**src/rtl/tsc_mem_pkg.sv**
```systemverilog
// rtl/tsc_mem_pkg.sv - shared types and boot image for the TSC instruction memory
package tsc_mem_pkg;

  typedef enum logic [1:0] {IDLE, BUSY, RESP, WAIT_LOW} state_t;

  typedef enum logic [1:0] {OP_READ, OP_WRITE, OP_BAD} op_t;

  localparam int BOOT_LEN = 28;

  localparam logic [15:0] BOOT_IMAGE [BOOT_LEN] = '{
    16'h6000, 16'h6101, 16'h6202, 16'h6303, 16'hf01c, 16'hf41c, 16'hf81c,
    16'hfc1c, 16'h4204, 16'h47fc, 16'hf81c, 16'hfc1c, 16'hf6c0, 16'hf180,
    16'hf81c, 16'hfc1c, 16'h9015, 16'hf01c, 16'hf180, 16'hf180, 16'hf180,
    16'h6000, 16'h4000, 16'hfd80, 16'hf01c, 16'hf41c, 16'hf81c, 16'hfc1c
  };

endpackage

```
**src/rtl/tsc_mem_array.sv**
```systemverilog
// rtl/tsc_mem_array.sv - word storage with boot preload on reset, sync write, async read
module tsc_mem_array
  import tsc_mem_pkg::*;
#(
  parameter int WORD_SIZE   = 16,
  parameter int MEMORY_SIZE = 32,
  parameter int AW          = 5
) (
  input  logic                 clk,
  input  logic                 reset_n,
  input  logic                 we,
  input  logic [AW-1:0]        addr,
  input  logic [WORD_SIZE-1:0] wdata,
  output logic [WORD_SIZE-1:0] rdata
);

  logic [WORD_SIZE-1:0] mem [MEMORY_SIZE];

  always_ff @(posedge clk or negedge reset_n) begin
    if (!reset_n) begin
      for (int i = 0; i < MEMORY_SIZE; i++) begin
        mem[i] <= (i < BOOT_LEN) ? WORD_SIZE'(BOOT_IMAGE[i]) : '0;
      end
    end else if (we) begin
      mem[addr] <= wdata;
    end
  end

  assign rdata = mem[addr];

endmodule

```
**src/rtl/tsc_inst_memory.sv**
```systemverilog
// rtl/tsc_inst_memory.sv - TSC memory responder: fixed-latency 4-phase read/write handshake
module tsc_inst_memory
  import tsc_mem_pkg::*;
#(
  parameter int WORD_SIZE   = 16,
  parameter int MEMORY_SIZE = 32,
  parameter int LATENCY     = 2
) (
  input  logic                 clk,
  input  logic                 reset_n,
  input  logic                 read_m,
  input  logic                 write_m,
  input  logic [WORD_SIZE-1:0] address,
  input  logic [WORD_SIZE-1:0] data_in,
  output logic [WORD_SIZE-1:0] data_out,
  output logic                 input_ready,
  output logic                 ack_output,
  output logic                 err,
  output logic                 busy
);

  localparam int CW = $clog2(LATENCY + 1);
  localparam int AW = (MEMORY_SIZE > 1) ? $clog2(MEMORY_SIZE) : 1;

  state_t               state, state_nx;
  logic [CW-1:0]        cnt;
  op_t                  op_q;
  logic [WORD_SIZE-1:0] addr_q;
  logic [WORD_SIZE-1:0] data_q;
  logic [WORD_SIZE-1:0] rdata;
  logic                 accept;
  logic                 enter_resp;
  logic                 in_range;
  logic                 we;

  assign accept     = (state == IDLE) && (read_m || write_m);
  assign enter_resp = (state == BUSY) && (cnt == '0);
  assign in_range   = addr_q < WORD_SIZE'(MEMORY_SIZE);
  assign we         = enter_resp && (op_q == OP_WRITE) && in_range;
  assign busy       = (state != IDLE);

  tsc_mem_array #(
    .WORD_SIZE  (WORD_SIZE),
    .MEMORY_SIZE(MEMORY_SIZE),
    .AW         (AW)
  ) u_array (
    .clk    (clk),
    .reset_n(reset_n),
    .we     (we),
    .addr   (addr_q[AW-1:0]),
    .wdata  (data_q),
    .rdata  (rdata)
  );

  always_ff @(posedge clk or negedge reset_n) begin
    if (!reset_n) state <= IDLE;
    else          state <= state_nx;
  end

  always_comb begin
    state_nx = state;
    case (state)
      IDLE:     if (read_m || write_m) state_nx = BUSY;
      BUSY:     if (cnt == '0) state_nx = RESP;
      RESP:     state_nx = WAIT_LOW;
      WAIT_LOW: if (!read_m && !write_m) state_nx = IDLE;
      default:  state_nx = IDLE;
    endcase
  end

  // cnt holds the BUSY edges still to pass before the response edge,
  // so the response registers load exactly LATENCY edges after acceptance.
  always_ff @(posedge clk or negedge reset_n) begin
    if (!reset_n) begin
      cnt         <= '0;
      op_q        <= OP_READ;
      addr_q      <= '0;
      data_q      <= '0;
      data_out    <= '0;
      input_ready <= 1'b0;
      ack_output  <= 1'b0;
      err         <= 1'b0;
    end else begin
      input_ready <= 1'b0;
      ack_output  <= 1'b0;
      err         <= 1'b0;
      if (accept) begin
        op_q   <= (read_m && write_m) ? OP_BAD : (write_m ? OP_WRITE : OP_READ);
        addr_q <= address;
        data_q <= data_in;
        cnt    <= CW'(LATENCY - 1);
      end else if (state == BUSY && cnt != '0) begin
        cnt <= cnt - CW'(1);
      end
      if (enter_resp) begin
        case (op_q)
          OP_READ: begin
            input_ready <= 1'b1;
            err         <= !in_range;
            data_out    <= in_range ? rdata : '0;
          end
          OP_WRITE: begin
            ack_output <= 1'b1;
            err        <= !in_range;
          end
          default: begin
            input_ready <= 1'b1;
            ack_output  <= 1'b1;
            err         <= 1'b1;
            data_out    <= '0;
          end
        endcase
      end
    end
  end

endmodule

```
**config.mk**
```make
export PLATFORM = sky130hd
export DESIGN_NAME = tsc_inst_memory
export DESIGN_NICKNAME = d
export VERILOG_FILES = /design/src/rtl/tsc_mem_pkg.sv /design/src/rtl/tsc_mem_array.sv /design/src/rtl/tsc_inst_memory.sv
export SDC_FILE = /design/constraint.sdc
export NUM_CORES = 1
export LEC_CHECK = 0
export CAP_MARGIN = 20
export CORE_MARGIN = 4
export CORE_UTILIZATION = 46
export DETAILED_ROUTE_END_ITERATION = 16
export GPL_TIMING_DRIVEN = 0
export PLACE_DENSITY = 0.64
export SETUP_SLACK_MARGIN = 0.02
export SLEW_MARGIN = 20
export SYNTH_ARGS = -nofsm -noshare
export SYNTH_HDL_FRONTEND = slang
export SYNTH_SLANG_ARGS = --single-unit
```
**constraint.sdc**
```tcl
create_clock -name clk -period 5.1 [get_ports clk]
set_input_delay 1.275 -clock clk [delete_from_list [all_inputs] [get_ports clk]]
set_output_delay 1.275 -clock clk [all_outputs]
set_load 0.005 [all_outputs]
```
==> results.txt <==
- Most frequent cell on the critical path: clkbuf_1
- Startpoint type of the worst setup path: register
- Layout area overhead: 14.1%
- The most used flip-flop cell after synthesis is dfrtp_1.
- Commonest cells after routing, fill and taps aside: mux2_2 (561), dfrtp_1 (387), dfstp_2 (182), clkbuf_1 (109), clkbuf_16 (60)
- Post-route DRC violation count: 0
- Arrival @ worst endpoint: 4.84 ns
- Total negative setup slack: 0 ns
* Startpoint of the worst-slack reg-to-reg timing path: addr_q[1]$_DFFE_PN0P_
- Worst Setup Slack, final: between 0.7 and 0.8 ns
- 56 I/O pins were placed.
* Post-DR wirelength/cell: 28.2 um
* Y dimension of the die: 247 um
* Maximum clock insertion buffer count: 3
* Synth unique cells: 55
- The total count of hold-check failures in the final report is 0.
- Once layout is done, the placed cells without fillers occupy 0.0300 mm^2.
* CTS Hold Bufs: 0
* Die area: 0.0610 mm^2
- The initial utilization of the core area, before any placement, comes to 46.5%.
- TritonCTS built the clock tree.
- Of the available clock period, the critical path in the final layout requires 85.2%.
- Global placer's final weighted congestion: 0.921
- Synthesis inferred 569 register bits.
- The number of global-route vias before repair is approximately 17000.
- In this run the core area contains 87 standard-cell rows.
- Largest vdd supply drop: 364 uV
* Number of max-cap violations: 0
* Final cell utilization of the core: 53.1%
* Crit end category: register
- In the global route stage, overall resource usage came out at 25.2%.
* Reg2reg path depth: 7
- Run status: completed
* FF-to-FF setup slack: roughly 0.76 ns
- Path type of the worst setup path: reg -> reg
* Clock latency reported for the late side of the worst-skew pair: 0.63 ns
- The HPWL after detailed placement is roughly 54000 um.
- Ratio of cells with drive above 1 in the final layout: 53.4%
- WHS: 0.487 ns
- Worst-path fanout max: 10
- Hold-critical path endpoint: u_array.mem[280]$_DFFE_PN0P_
* Count of port buffers added during placement: 55
* Number of antenna violations at the first check in global routing: 0
* Clock edge transition at the registers on the reported setup and hold paths: about 0.06 ns
- Total power: 13.5 mW
- Leaving out fill and tap cells, the most frequent cell in the layout is mux2_2.
- The number of gates resized after CTS was 0.
- Relative slew slack: 22.7%
- The final layout contains approximately 1900 nets.
- The routed design has between 70000 and 80000 um of wire.
- Power spread over the standard cell area amounts to 449 mW/mm^2.
- For this run, the register share of the synthesized area comes to 55.0%.
- Number of slew-limit violations in the final report: 0
* Critical path's largest stage delay: 0.87 ns
- Largest net degree at the start of global routing: between 90 and 100
* Post-Syn Area per Cell: 14.8 um^2
- Fraction of registers with async set/reset: 100%
* Count of fill cells added during filler insertion: 4647
- Depth of the CTS H-tree: 2
- For this design, the slowest cell found on the critical path is clkbuf_1.
- After synthesis the cells add up to approximately 0.026 mm^2.
- Root Buffer: clkbuf_16
- Ant. Diodes: 0
- Yosys printed 0 warnings.
- Placed Cells incl. Taps: approximately 2600
- DP Area: 0.0280 mm^2
- The detailed router finished its first iteration with 1242 violations.
* Routed via count divided by cell count: 5.92
* List of cells traversed by the critical path: buf_2 -> buf_2 -> clkbuf_1 -> clkbuf_1 -> clkbuf_1 -> a21oi_1 -> a32o_1
* Critical path required time: around 5.6 ns
* Final critical delay including setup and external delays: between 4 and 5 ns
* Core footprint: approximately 0.056 mm^2
- Final setup violation count: 0
- The clock arrives with 0.0231 ns of skew.
- Leakage: 13.6 nW
- Post-CTS timing repair inserted 0 buffers for setup.
* Number of clock sinks seen by CTS: 569
- Tightest Hold Check Type: reg -> reg
- Worst slack at placement: roughly 0.94 ns
* Non-filler instance count after layout: 2706
- Clock buffers created by TritonCTS: between 50 and 60
- First-pass GRT wire length: 113000 um
- Worst Tran Pin Value: ~1.2 ns
* Start point of the worst hold path: u_array.mem[280]$_DFFE_PN0P_
* First-pass detailed-route iteration total: 5
- Destination of the worst register-to-register timing path: data_out[4]$_DFFE_PN0P_
- Total via count after detailed routing: 16021
- Along the worst hold path, the cell count comes to 1.
* Maximum frequency from static timing analysis: 230 MHz
* Remaining global-route overflow: 0
- Synthesis produced 1775 cells.
- Setup repair after global routing left no endpoint under its margin.
- The count of nets left with antenna violations once routing finished came out at 0.
- The die is 247 um wide.
- Synthesis produced a netlist with a net count of 1816.
* Post-synth EDFFs: 0
[cell families (layout without fill, tap and decap cells)]
family | count (synthesis) | in the layout | synth area share (%)
XOR/XNOR | 1 | 1 | 0.0333
adder cells (fa/ha/maj) | 5 | 5 | 0.238
flip-flops | 569 | 569 | 55.0
AND/OR/NAND/NOR | 184 | 184 | 4.46
AO/OA/AOI/OAI | 131 | 131 | 3.42
multiplexers | 728 | 728 | 34.1
buffers and inverters | 157 | 332 | 2.69
[flip-flops by register name, summed over array words and instances, names as in the netlist]
| name | flops |
|---|---|
| state | 2 |
| data_out | 16 |
| addr_q | 16 |
| op_q | 2 |
| cnt | 2 |
| ack_output | 1 |
| input_ready | 1 |
| u_array.mem | 512 |
| err | 1 |
| data_q | 16 |
[worst max-delay path: cells and delay by family (launching register included)]
family	cells	cell delay [ns]
flip-flops	1	0.42
buffers and inverters	5	3.09
AO/OA/AOI/OAI	2	0.70
[power by group]
part	internal [mW]	switching [mW]	total, mW
Combinational	1.17	2.99	4.16
Clock	2.60	1.82	4.42
Sequential	4.69	0.189	4.88
Total	8.46	5.00	13.5
[worst max-delay path by stage]
stage | start | endpoint | slack (ns) | depth (start not counted)
6_report | addr_q[1]$_DFFE_PN0P_ | data_out[4]$_DFFE_PN0P_ | 0.76 | 7
2_1_floorplan | addr_q[14]$_DFFE_PN0P_ | u_array.mem[117]$_DFFE_PN0P_ | 2.42 | 6
3_3_place_gp | reset_n | u_array.mem[19]$_DFFE_PN0P_ | -21.66 | 1
4_1_cts | addr_q[1]$_DFFE_PN0P_ | data_out[4]$_DFFE_PN0P_ | 0.92 | 7
3_5_place_dp | addr_q[1]$_DFFE_PN0P_ | data_out[4]$_DFFE_PN0P_ | 0.94 | 7
5_1_grt | addr_q[1]$_DFFE_PN0P_ | data_out[4]$_DFFE_PN0P_ | 0.78 | 7
[Yosys cell counts, types with 2 or more instances]
cell	number	area (um^2)
nor2_1	34	128
nand3b_1	3	22.5
nor3_2	2	20.0
buf_2	41	205
buf_4	2	15.0
buf_6	8	90.1
dfstp_2	182	4780
o21ai_0	12	60.1
nor3_1	14	70.1
nor2b_1	16	100
nand2b_1	4	25.0
buf_1	8	30.0
nor2_2	14	87.6
a32o_1	14	140
a2111oi_0	13	114
nand3_2	3	30.0
mux2_1	16	180
nand2_1	35	131
dfrtp_1	387	9680
nor4bb_1	2	20.0
clkbuf_1	90	338
mux2i_1	44	440
nand4b_1	3	26.3
nor4_4	7	149
mux4_2	57	1280
or4_1	2	15.0
nand3_1	13	65.1
o22ai_1	56	350
a211oi_1	9	67.6
nand4_1	6	37.5
or4_4	3	33.8
mux2_2	561	6320
ha_1	5	62.6
a22oi_1	4	30.0
mux2_4	50	751
nor4b_1	12	105
or4b_2	2	20.0
or2_1	2	12.5
inv_1	8	30.0
nand4bb_1	2	22.5
a21oi_1	15	75.1
[routing by layer]
layer	global-route usage [%]	part of all wire, %
met1	34.1	43
met2	41.1	48
met3	3.94	5.2
met4	9.38	3.8
met5	0	0
[layout make-up]
cell class	count	area (um^2)	share of cell area, %
flip-flops and latches	569	14500	48.2
multi-input cells	1049	11100	37.1
clock buffers	96	1800	5.99
well taps	756	946	3.15
repair buffers	63	747	2.49
plain buffers	149	682	2.27
clock inverters	16	195	0.651
inverters	8	30.0	0.100
Power figures use the tool's default switching activity.
